`config.mk`:
```
export PLATFORM = sky130hd
export DESIGN_NAME = bin2bcd_seq
export DESIGN_NICKNAME = d
export VERILOG_FILES = /design/src/rtl/bin2bcd_pkg.sv /design/src/rtl/bcd_dabble_digit.sv /design/src/rtl/bin2bcd_seq.sv
export SDC_FILE = /design/constraint.sdc
export NUM_CORES = 1
export LEC_CHECK = 0
export ABC_AREA = 1
export CAP_MARGIN = 20
export CORE_MARGIN = 2
export CORE_UTILIZATION = 58
export DETAILED_ROUTE_END_ITERATION = 10
export GPL_TIMING_DRIVEN = 1
export PLACE_DENSITY = 0.84
export SETUP_SLACK_MARGIN = 0.1
export SKIP_LAST_GASP = 1
export SYNTH_ARGS = -nofsm -noshare
export SYNTH_HDL_FRONTEND = slang
export SYNTH_SLANG_ARGS = --single-unit
```
`constraint.sdc`:
```
create_clock -name clk -period 1.9 [get_ports clk]
set_input_delay 0.19 -clock clk [delete_from_list [all_inputs] [get_ports clk]]
set_output_delay 0.19 -clock clk [all_outputs]
set_load 0.02 [all_outputs]
```
`src/rtl/bin2bcd_pkg.sv`:
```
// -----------------------------------------------------------------------------
// bin2bcd_pkg
// Shared types and constants for the iterative binary-to-BCD converter.
//   state_t        : converter FSM states (IDLE, SHIFT, DONE)
//   BCD_DIGIT_W    : width of one BCD digit
//   BCD_ADJ_THRESH : digit value at or above which the add-3 correction applies
//   BCD_ADJ_ADD    : correction added before each shift
//   BCD_NINE       : per-digit saturation value used on overflow
// -----------------------------------------------------------------------------
package bin2bcd_pkg;

    typedef enum logic [1:0] {
        IDLE  = 2'd0,
        SHIFT = 2'd1,
        DONE  = 2'd2
    } state_t;

    localparam int BCD_DIGIT_W = 4;

    localparam logic [BCD_DIGIT_W-1:0] BCD_ADJ_THRESH = 4'd5;
    localparam logic [BCD_DIGIT_W-1:0] BCD_ADJ_ADD    = 4'd3;
    localparam logic [BCD_DIGIT_W-1:0] BCD_NINE       = 4'h9;

endpackage : bin2bcd_pkg

```
`src/rtl/bcd_dabble_digit.sv`:
```
// -----------------------------------------------------------------------------
// bcd_dabble_digit
// Purely combinational shift-and-add-3 correction for one BCD digit.
// A digit of 5 or more becomes >= 8 after adding 3, so the following left
// shift carries a decimal ten into the next digit.
// Ports:
//   digit_in  : current BCD digit from the accumulator
//   digit_adj : digit after the conditional add-3 (4-bit, wraps, no carry out)
//   msb_out   : bit 3 of digit_adj; the bit shifted into the next digit
// -----------------------------------------------------------------------------
module bcd_dabble_digit
    import bin2bcd_pkg::*;
(
    input  logic [BCD_DIGIT_W-1:0] digit_in,
    output logic [BCD_DIGIT_W-1:0] digit_adj,
    output logic                   msb_out
);

    always_comb begin
        digit_adj = digit_in;
        if (digit_in >= BCD_ADJ_THRESH) begin
            digit_adj = digit_in + BCD_ADJ_ADD;
        end
    end

    assign msb_out = digit_adj[BCD_DIGIT_W-1];

endmodule : bcd_dabble_digit

```
`src/rtl/bin2bcd_seq.sv`:
```
// -----------------------------------------------------------------------------
// bin2bcd_seq
// Iterative double-dabble binary-to-BCD converter, one bit per clock.
// One conversion in flight at a time.
//
// Parameters:
//   BIN_W  : binary operand width (>= 4)
//   DIGITS : number of BCD output digits (>= 1)
//   CNT_W  : shift counter width, derived from BIN_W
//
// Ports:
//   clk     : system clock, rising edge
//   rst_n   : synchronous active-low reset
//   start   : conversion request, only looked at while idle
//   bin_in  : binary operand, captured on an accepted start
//   busy    : conversion in progress (shift phase)
//   done    : one-cycle pulse; bcd_out/ovf (and blank) valid from this cycle
//   bcd_out : packed BCD result, digit k at [4k+3:4k], digit 0 = units
//   ovf     : operand exceeded 10^DIGITS-1; bcd_out saturated to all 9s
//   blank   : leading-zero mask, present only with BIN2BCD_BLANK_EN defined
//
// Handshake: start is a request sampled on a rising edge while the FSM is
// idle; it is accepted on that edge (bin_in captured) and busy rises in the
// next cycle. Requests while a conversion runs are dropped, not queued.
// Completion is signalled by a single-cycle done pulse with busy already low;
// results stay stable until the next completion.
//
// Optional feature macro: BIN2BCD_BLANK_EN adds the blank output.
// -----------------------------------------------------------------------------
module bin2bcd_seq
    import bin2bcd_pkg::*;
#(
    parameter int BIN_W  = 16,
    parameter int DIGITS = 5,
    parameter int CNT_W  = $clog2(BIN_W + 1)
) (
    input  logic                          clk,
    input  logic                          rst_n,
    input  logic                          start,
    input  logic [BIN_W-1:0]              bin_in,
    output logic                          busy,
    output logic                          done,
    output logic [BCD_DIGIT_W*DIGITS-1:0] bcd_out,
    output logic                          ovf
`ifdef BIN2BCD_BLANK_EN
    ,
    output logic [DIGITS-1:0]             blank
`endif
);

    localparam int ACC_W = BCD_DIGIT_W * DIGITS;
    localparam logic [CNT_W-1:0] LAST_CNT = CNT_W'(BIN_W - 1);
    localparam logic [ACC_W-1:0] ALL_NINES = {DIGITS{BCD_NINE}};

    if (BIN_W < 4) begin : g_bin_w_chk
        $error("bin2bcd_seq: BIN_W must be at least 4");
    end
    if (DIGITS < 1) begin : g_digits_chk
        $error("bin2bcd_seq: DIGITS must be at least 1");
    end

    state_t           state;
    logic [BIN_W-1:0] sr;
    logic [ACC_W-1:0] acc;
    logic             ovf_acc;
    logic [CNT_W-1:0] cnt;

    logic [DIGITS-1:0] msb;
    logic [ACC_W-1:0]  acc_shift;

    // Adjust every digit, then shift the whole {acc, sr} chain left by one.
    // Each digit's post-adjust MSB becomes the LSB of the digit above; the
    // binary MSB feeds digit 0. The top digit's MSB would fall off the end,
    // which is exactly the condition for the value not fitting in DIGITS.
    for (genvar k = 0; k < DIGITS; k++) begin : g_digit
        logic [BCD_DIGIT_W-1:0] d_adj;
        logic                   cin;

        bcd_dabble_digit u_cell (
            .digit_in  (acc[BCD_DIGIT_W*k +: BCD_DIGIT_W]),
            .digit_adj (d_adj),
            .msb_out   (msb[k])
        );

        if (k == 0) begin : g_lsd
            assign cin = sr[BIN_W-1];
        end else begin : g_upper
            assign cin = msb[k-1];
        end

        assign acc_shift[BCD_DIGIT_W*k +: BCD_DIGIT_W] =
            (d_adj << 1) | {{(BCD_DIGIT_W-1){1'b0}}, cin};
    end

`ifdef BIN2BCD_BLANK_EN
    // A digit is blanked when it and every digit above it are zero. The
    // units digit always shows so a zero result reads "0"; a saturated
    // result is never blanked.
    logic [DIGITS-1:0] blank_next;
    logic              zero_run;

    always_comb begin
        blank_next = '0;
        zero_run   = 1'b1;
        for (int k = DIGITS - 1; k >= 0; k--) begin
            zero_run      = zero_run & (acc[BCD_DIGIT_W*k +: BCD_DIGIT_W] == '0);
            blank_next[k] = zero_run;
        end
        blank_next[0] = 1'b0;
        if (ovf_acc) begin
            blank_next = '0;
        end
    end
`endif

    always_ff @(posedge clk) begin
        if (!rst_n) begin
            state   <= IDLE;
            sr      <= '0;
            acc     <= '0;
            ovf_acc <= 1'b0;
            cnt     <= '0;
            busy    <= 1'b0;
            done    <= 1'b0;
            bcd_out <= '0;
            ovf     <= 1'b0;
`ifdef BIN2BCD_BLANK_EN
            blank   <= '0;
`endif
        end else begin
            done <= 1'b0;
            case (state)
                IDLE: begin
                    if (start) begin
                        sr      <= bin_in;
                        acc     <= '0;
                        ovf_acc <= 1'b0;
                        cnt     <= '0;
                        busy    <= 1'b1;
                        state   <= SHIFT;
                    end
                end
                SHIFT: begin
                    sr  <= {sr[BIN_W-2:0], 1'b0};
                    acc <= acc_shift;
                    if (msb[DIGITS-1]) begin
                        ovf_acc <= 1'b1;
                    end
                    cnt <= cnt + 1'b1;
                    // busy drops with the last shift so it is already low
                    // when the done pulse appears.
                    if (cnt == LAST_CNT) begin
                        busy  <= 1'b0;
                        state <= DONE;
                    end
                end
                DONE: begin
                    bcd_out <= ovf_acc ? ALL_NINES : acc;
                    ovf     <= ovf_acc;
`ifdef BIN2BCD_BLANK_EN
                    blank   <= blank_next;
`endif
                    done    <= 1'b1;
                    state   <= IDLE;
                end
                default: begin
                    busy  <= 1'b0;
                    state <= IDLE;
                end
            endcase
        end
    end

endmodule : bin2bcd_seq

```
Word level (Yosys, flattened, before mapping) --
Cells that the tools add are included. W data, S select, Z words.
Word-level totals: register bits 67, input port bits 19
Operators by class: add/subtract/negate cells 6, $lt $le $gt $ge 5, eq/ne operators 6, mux-type cells 22, bitwise gates (word level) 6, reduce and logical (&&, ||, !) cells 6
Operator list (number):
- $mux W20 | 2
- $pmux W20 S2 | 1
- $pmux W16 S2 | 1
- $add A4 B2 Y4 const B | 5
- $ge A4 B3 Y1 const B | 5
- $mux W4 | 5
- $or A4 B1 Y4 | 5
- $mux W16 | 1
- $pmux W5 S2 | 1
- $ne A2 B2 Y1 const B | 3
- $reduce_and A3 Y1 | 2
- $add A5 B1 Y5 const B | 1
- $eq A5 B4 Y1 const B | 1
- $mux W1 | 5
- $mux W5 | 1
- $mux W2 | 2
- $pmux W2 S2 | 1
- $reduce_and A2 Y1 | 2
- $pmux W1 S3 | 1
- $eq A2 B1 Y1 const B | 1
- $eq A2 B2 Y1 const B | 1
- $logic_not A2 Y1 | 1
- $pmux W1 S2 | 1
- $reduce_bool A2 Y1 | 1
- $not A1 Y1 | 1

Longest topological paths before layout --
Gate-level depths: netlist of run 1.
depth after elaboration 4, depth in mapped cells 9

By module --
Synthesis of run 1 repeated with hierarchy kept, for this count alone.
Unflattened totals: cell total of the unflattened synthesis 448, area total of the unflattened synthesis 3274.4 um^2
Modules (own cells, without submodules):
- bin2bcd_seq | times used 1, cells an instance 328, area an instance 2561.2 um^2, sequential area each 1341.3 um^2
- bcd_dabble_digit | times used 5, cells an instance 24, area an instance 142.6 um^2, sequential area each 0.0 um^2

Worst setup path after synthesis of run 1 --
No wires, ideal clock.
kind reg2reg, from reg cnt[0], to reg busy, setup time 0.132 ns, arrival time 1.096 ns, required time 1.768 ns, setup slack 0.672 ns, stages on the path, launching flop included 10, buffers on the path 0, period minus slack after synthesis 1.228 ns, cells stage by stage dfxtp_1 ha_1 inv_1 nor3_1 ha_1 inv_1 nand2_1 nand3_1 nand2_1 a21oi_1
Between the ends: word-level cells in the longest chain between the ends 3
Ends and longest elaborated chain:
- start, declared | RTL line bin2bcd_seq.sv:66 | logic [CNT_W-1:0] cnt;
- start signal, assigned | RTL line bin2bcd_seq.sv:149 | cnt <= cnt + 1'b1;
- $eq A5 B4 Y1 | RTL line bin2bcd_seq.sv:152 | if (cnt == LAST_CNT) begin
- $ne A2 B2 Y1 (no source line)
- $reduce_and A3 Y1 (no source line)
- end signal, assigned | RTL line bin2bcd_seq.sv:139 | busy <= 1'b1;
- end signal, assigned | RTL line bin2bcd_seq.sv:153 | busy <= 1'b0;
- end signal, assigned | RTL line bin2bcd_seq.sv:167 | busy <= 1'b0;
- end, declared | RTL line bin2bcd_seq.sv:41 | output logic busy,
No other way between the ends. A chain may end at the register's enable or synchronous reset.

Final worst setup path of run 1 --
from reg bcd_out[0], to out bcd_out[0]
RTL lines:
- start, declared | RTL line bin2bcd_seq.sv:43 | output logic [BCD_DIGIT_W*DIGITS-1:0] bcd_out,
- start signal, assigned | RTL line bin2bcd_seq.sv:158 | bcd_out <= ovf_acc ? ALL_NINES : acc;
No word-level cell between the ends.

==> summary.md, run 1 <==
| Metric | Value |
|---|---|
| Outcome | finished, final reports clean |
| Synth Flop Type | dfxtp_1 |
| Antenna violations before repair | 0 |
| Core Rows | 26 |
| Worst Setup EP | bcd_out[0] |
| Routed WL | 6641 um |
| CP top delay family | buffers and inverters |
| Sequential cell area | 1341 um^2 |
| First-pass GRT wire length | 11370 um |
| CTS Sinks | 67 |
| Worst Tran Pin Value | 0.4142 ns |
| Setup Viol. Count Final | 0 |
| Met3 wire length | 329 um |
| Fin crit share | 78.07% |
| Top-count cell post-synth | nand2_1 |
| Dpl cells | 526 |
| Placed Area | 3543 um^2 |
| Yosys top cell by area | dfxtp_1 |
| Crit start category | flip-flop |
| WS Path Type | reg2out |
| Pwr dens | 778.5 nW/um^2 |
| Residual DRC | 0 |
| Worst path bufs/invs | 1 |
| Worst IR Drop VDD | 0.5254 mV |
| Worst r2r path cells | 9 |
| Worst-path cell chain | clkdlybuf4s50_1 |
| Post-synth EDFFs | 0 |
| Max Fclk | 0.6741 GHz |
| Via density | 5.343 |
| Post-CTS setup buffer count | 0 |
| Die width | 76.75 um |
| Final TNS setup | 0 ns |
| DR top layer | met4 |
| Slew margin rel. | 72.34% |
| Clk Latency, worst-skew pair | 0.34 ns |
| DRT iter0 DRCs | 155 |
| M1 WL | 3118 um |
| Slowest CP cell | clkdlybuf4s50_1 |
| Nets | 498 |
| Worst EP arrival | 1.29 ns |
| CP startpoint | bcd_out[0] |
| Cts repair resizes | 0 |
| GRT overflow | 0 |
| Synth cell types | 23 |
| Hold Path Class | in2reg |
| RSZ-0062 raised after global routing | no |
| Top cells by area, synth | dfxtp_1 (44%), nand2_1 (16%), a21oi_1 (7.0%) |
| Worst Clk Skew | 0.002728 ns |
| Post-Synthesis Cells | 424 |
| Die area | 5890 um^2 |
| Layout cell share with drive strength beyond 1 | 6.356% |
| Antenna-violating nets left | 0 |
| Area added between synthesis and finish | 21.69% |
| Buffers on Ports | 41 |
| Area of the multi-input gates | 1498 um^2 |
| CTS max path bufs | 2 |
| Syn Area/Cell | 7.239 um^2 |
| # hold bufs at CTS | 0 |
| Vias | 2896 |
| Crit. End Element | output pin |
| Yosys reg bits | 67 |
| Vias in the first global route | 2545 |
| Fin. Hold Viols | 0 |
| R2r setup slk | 0.48 ns |
| Syn nets | 455 |
| Met2 routed WL | 3052 um |
| Slew Limit Fails | 0 |
| Filler cells | 409 |
| Crit path time final | 1.483 ns |
| CTS clk-pin slew, worst paths | 0.07 ns |
| Largest net degree at the start of global routing | 25 |
| WP data required | 1.71 ns |
| Critical register-to-register path endpoint | ovf_acc |
| Total GRT Usage | 23.80% |
| Drt wl/cell | 12.25 um |
| CTS tree | built |
| DRT Pass-1 Iters | 4 |
| Warnings, synthesis | 0 |
| Core ar. | 5107 um^2 |
| WP depth | 1 |
| Final HPWL DP | 4421 um |
| Post-synthesis sequential area ratio | 43.70% |
| Finished layout cell area | 3735 um^2 |
| Worst R2R Start | acc[16] |
| Area share of the largest cell type after synthesis | 43.70% |
| Pleak | 1.545 nW |
| Htree depth | 3 |
| Post-synth ARST share | 0% |
| Top Ports | 42 |
| Max stage delay on crit path | 0.61 ns |
| Max-Cap Viols | 0 |
| Post-Synthesis Cell Area | 3069 um^2 |
| N_diodes | 0 |
| Final cell count without fillers | 542 |
| Starting Density | 60.09% |
| Root buffer cell | clkbuf_8 |
| Most frequent cells after synthesis | nand2_1 (130), dfxtp_1 (67), a21oi_1 (43), inv_1 (34), nand3_1 (30) |
| RD Place Congestion | 0.8748 |
| CTS Buf Count | 9 |
| Maximum fanout along the worst path | 2 |
| Die Y | 76.75 um |
==> cells in the final DEF (no fill, tap or decap), types with 5 or more instances in the layout <==
master,count
o211ai_1,5
nand2_1,130
clkbuf_8,13
a21oi_1,43
buf_4,9
a31oi_1,6
o21ai_0,23
nor2_1,28
o211a_1,7
dfxtp_1,67
nand3_1,30
nand4_1,10
clkdlybuf4s50_1,41
ha_1,12
inv_1,34
==> metrics by stage <==
stage	setup slack [ns]	utilization, %	power, mW	hold slack, ns
floorplan	0.6716	-	1.707	0.3323
global placement	0.5320	69.38	1.812	0.4531
detailed placement	0.4833	69.38	1.819	0.4540
CTS	0.3948	73.13	2.929	0.3907
global route	0.2766	73.13	3.037	0.4253
finish	0.4166	73.13	2.908	0.3986
==> kinds of logic (layout without fill, tap and decap cells) <==
logic type               count (synthesis)  after routing  synth area share [%]
flip-flops                              67             67                 43.70
adder cells (fa/ha/maj)                 12             12                 4.892
AO/OA/AOI/OAI                           87             87                 16.27
AND/OR/NAND/NOR                        203            203                 27.64
buffers and inverters                   55            103                 7.501
==> how the worst min path moves through the flow <==
stage,start,end,slack [ns],cells past startpoint
after floorplan,rst_n,state[1],0.33,2
after global placement,bcd_out[16],bcd_out[16],0.45,2
after detailed placement,bcd_out[1],bcd_out[1],0.45,2
after CTS,bin_in[0],sr[0],0.39,3
after global routing,bin_in[0],sr[0],0.43,3
final,bin_in[0],sr[0],0.40,3
==> cell type report <==
type,count,share of cell area [%]
clock inverters,1,0.1340
repair buffers,50,12.80
multi-input cells,302,40.10
clock buffers,15,4.992
flip-flops and latches,67,35.91
well taps,70,2.345
inverters,37,3.719
==> per-layer routing <==
| metal | global-route usage (%) | vias up |
|---|---|---|
| li1 | - | 1488 |
| met1 | 31.39 | 1318 |
| met2 | 37.28 | 77 |
| met3 | 5.294 | 13 |
| met4 | 10.73 | 0 |
| met5 | 0 | - |
==> power by group <==
| group | internal [mW] | switching, mW | leakage [nW] |
|---|---|---|---|
| combinational | 0.123 | 0.181 | 0.901 |
| sequential | 1.46 | 0.0291 | 0.544 |
| clock | 0.616 | 0.503 | 0.0997 |
==> flip-flops by register name, summed over array words and instances (netlist names) <==
signal,count
done,1
acc,20
state,2
busy,1
cnt,5
sr,16
ovf,1
ovf_acc,1
bcd_out,20
No activity file was read; power rests on OpenSTA's default activity.
==> inputs of run 2 (changes only) <==
--- a/config.mk
+++ b/config.mk
@@ -8,10 +8,10 @@
 export ABC_AREA = 1
 export CAP_MARGIN = 20
 export CORE_MARGIN = 2
-export CORE_UTILIZATION = 58
+export CORE_UTILIZATION = 49
 export DETAILED_ROUTE_END_ITERATION = 10
 export GPL_TIMING_DRIVEN = 1
-export PLACE_DENSITY = 0.84
+export PLACE_DENSITY = 0.75
 export SETUP_SLACK_MARGIN = 0.1
 export SKIP_LAST_GASP = 1
 export SYNTH_ARGS = -nofsm -noshare
==> constraint.sdc (replaced) <==
create_clock -name clk -period 1.2 [get_ports clk]
set_input_delay 0.12 -clock clk [delete_from_list [all_inputs] [get_ports clk]]
set_output_delay 0.12 -clock clk [all_outputs]
set_load 0.02 [all_outputs]
==> summary.md, run 2 (same netlist as run 1, synthesis figures left out) <==
| Metric | Value |
|---|---|
| Vias | 3163 (was 2896) |
| WS Path Type | reg2reg (was reg2out) |
| DRT Pass-1 Iters | 4 (unchanged) |
| CP top delay family | buffers and inverters (unchanged) |
| Core Rows | 28 (was 26) |
| Slew Limit Fails | 0 (unchanged) |
| Die Y | 83.15 um (was 76.75 um) |
| CTS tree | built (unchanged) |
| WP data required | 1.47 ns (was 1.71 ns) |
| Crit. End Element | flip-flop (was output pin) |
| Max Fclk | 0.7836 GHz |
| Area added between synthesis and finish | 46.92% (was 21.69%) |
| Most common cell after layout, fill and taps aside | nand2_1 (unchanged) |
| CTS max path bufs | 2 (unchanged) |
| Starting Density | 51.23% (was 60.09%) |
| HP Start | bin_in[0] (unchanged) |
| Htree depth | 3 (unchanged) |
| Setup Viol. Count Final | 44 (was 0) |
| Worst Clk Skew | 0.007254 ns (was 0.002728 ns) |
| Fin crit share | 106.4% |
| Slowest CP cell | dfxtp_4 (was clkdlybuf4s50_1) |
| Failing checks | setup timing |
| R2r setup slk | -0.08 ns (was 0.48 ns) |
| Die width | 83.15 um (was 76.75 um) |
| Hold Path End | sr[0] (unchanged) |
| Pleak | 2.017 nW (was 1.545 nW) |
| Critical register-to-register path endpoint | acc[11] (was ovf_acc) |
| Final HPWL DP | 4859 um (was 4421 um) |
| Final WS setup | -0.07620 ns (was 0.4166 ns) |
| CTS Buf Count | 9 (unchanged) |
| Crit path time final | 1.276 ns |
| Fin. Hold Viols | 0 (unchanged) |
| Placed Area | 3826 um^2 (was 3543 um^2) |
| Pwr dens | 1105 nW/um^2 (was 778.5 nW/um^2) |
| Worst Tran Pin Value | 0.3478 ns (was 0.4142 ns) |
| Layout cell share with drive strength beyond 1 | 36.17% (was 6.356%) |
| Final TNS setup | -1.151 ns (was 0 ns) |
| Worst-path cell chain | buf_6 > nor2_4 > buf_6 > buf_16 > buf_8 > o211ai_1 > a21oi_1 (was clkdlybuf4s50_1) |
| Outcome | finished, violations left (was finished, final reports clean) |
| Largest net degree at the start of global routing | 20 (was 25) |
| Clk Latency, worst-skew pair | 0.34 ns (about the same) |
| Worst R2R Start | state[1] (was acc[16]) |
| Final Util | 75.27% (was 73.13%) |
| Root buffer cell | clkbuf_8 (unchanged) |
| Via density | 5.343 (about the same) |
| CTS Sinks | 67 (unchanged) |
| Final Hold Slack | 0.3369 ns (was 0.3986 ns) |
| Antenna violations before repair | 0 (unchanged) |
| Worst path bufs/invs | 4 (was 1) |
| Worst hold stages | 3 (unchanged) |
| Max stage delay on crit path | 0.35 ns (was 0.61 ns) |
| Residual DRC | 0 (unchanged) |
| Hold Path Class | in2reg (unchanged) |
| Worst r2r path cells | 7 (was 9) |
| Total GRT Usage | 23.93% (was 23.80%) |
| DRT iter0 DRCs | 286 (was 155) |
| Nets | 544 (was 498) |
| Max-Cap Viols | 0 (unchanged) |
| Routed WL | 8499 um (was 6641 um) |
| Worst EP arrival | 1.55 ns (was 1.29 ns) |
| Worst slack at placement | -0.1482 ns (was 0.4833 ns) |
| Commonest non-fill, non-tap cells in the layout | nand2_1 (101), dfxtp_1 (54), buf_4 (35) (was nand2_1 (130), dfxtp_1 (67), a21oi_1 (43)) |
| Core ar. | 5991 um^2 (was 5107 um^2) |
| Crit start category | flip-flop (unchanged) |
| Worst IR Drop VDD | 0.7546 mV (was 0.5254 mV) |
| Die area | 6913 um^2 (was 5890 um^2) |
| GRT overflow | 0 (unchanged) |
| First-pass GRT wire length | 13610 um (was 11370 um) |
| Slew margin rel. | 76.78% (was 72.34%) |
| # hold bufs at CTS | 0 (unchanged) |
| N_diodes | 0 (unchanged) |
| Top Ports | 42 (unchanged) |
| Drt wl/cell | 14.36 um (was 12.25 um) |
| RD Place Congestion | 0.8284 (was 0.8748) |
| Buffers on Ports | 41 (unchanged) |
| Antenna-violating nets left | 0 (unchanged) |
| Finished layout cell area | 4509 um^2 (was 3735 um^2) |
| Top Registers | acc x20, bcd_out x20, sr x16 (unchanged) |
| RSZ-0062 raised after global routing | yes (was no) |
| Maximum fanout along the worst path | 6 (was 2) |
| Most numerous cell on the critical path | buf_6 |
| Vias in the first global route | 2998 (was 2545) |
| CTS clk-pin slew, worst paths | 0.07 ns (about the same) |
-- run 2: cell count changes in the layout (fill, tap and decap cells not counted), moves of 16 or more --
cell	previous run	this run
buf_4	9	35
nand2_1	130	101
nand2_2	0	21
inv_1	34	18
clkdlybuf4s50_1	41	18
-- run 2: worst max-delay path by stage --
stage	startpoint	end	slack [ns]	cells past startpoint
CTS	state[0]	ovf_acc	-0.03	7
detailed placement	start	ovf_acc	-0.15	7
global placement	start	ovf_acc	-0.13	7
floorplan	cnt[1]	busy	0.02	9
finish	state[1]	acc[11]	-0.08	7
global route	state[1]	acc[11]	-0.14	7
-- run 2: final cells by class --
class,count,area [um^2]
timing repair buffer,96,925.9
tap,75,93.84
inverter,37,148.9
clock buffer,13,158.9
multi-input combinational,302,1779
fill,446,1481
clock inverter,2,35.03
sequential,67,1368
-- run 2: per-layer routing --
layer  vias up  wire (um)  part of all wire, %  GRT usage [%]
met5         -          0                    0              0
met4         0        210                  2.5          13.26
li1       1586          -                    -              -
met3        24        527                  6.2          3.877
met1      1443       3478                   41          28.50
met2       110       4283                   50          40.91
-- run 2: report_power, final --
group          switching [mW]  leakage [nW]  internal (mW)
clock                   0.828        0.0995           1.06
combinational           0.380          1.37          0.367
sequential             0.0478         0.552           2.30
-- run 2: metrics by stage --
stage,instances,power (mW)
2_1_floorplan,424,2.721
3_3_place_gp,553,2.953
3_5_place_dp,553,2.964
4_1_cts,586,4.947
5_1_grt,592,5.176
6_report,592,4.985
-- run 2: timing repair --
action                     in CTS  in global routing
cloned                          3                  0
setup buffers                  15                  6
pin swaps                      16                 16
setup endpoints to repair      88                 81
gates resized for setup       127                 61
-- run 2: tightest hold or removal path, delay by kind of cell --
family	cells	cell delay (ns)
simple gates	1	0.06
compound gates	1	0.05
buf+inv	1	0.39
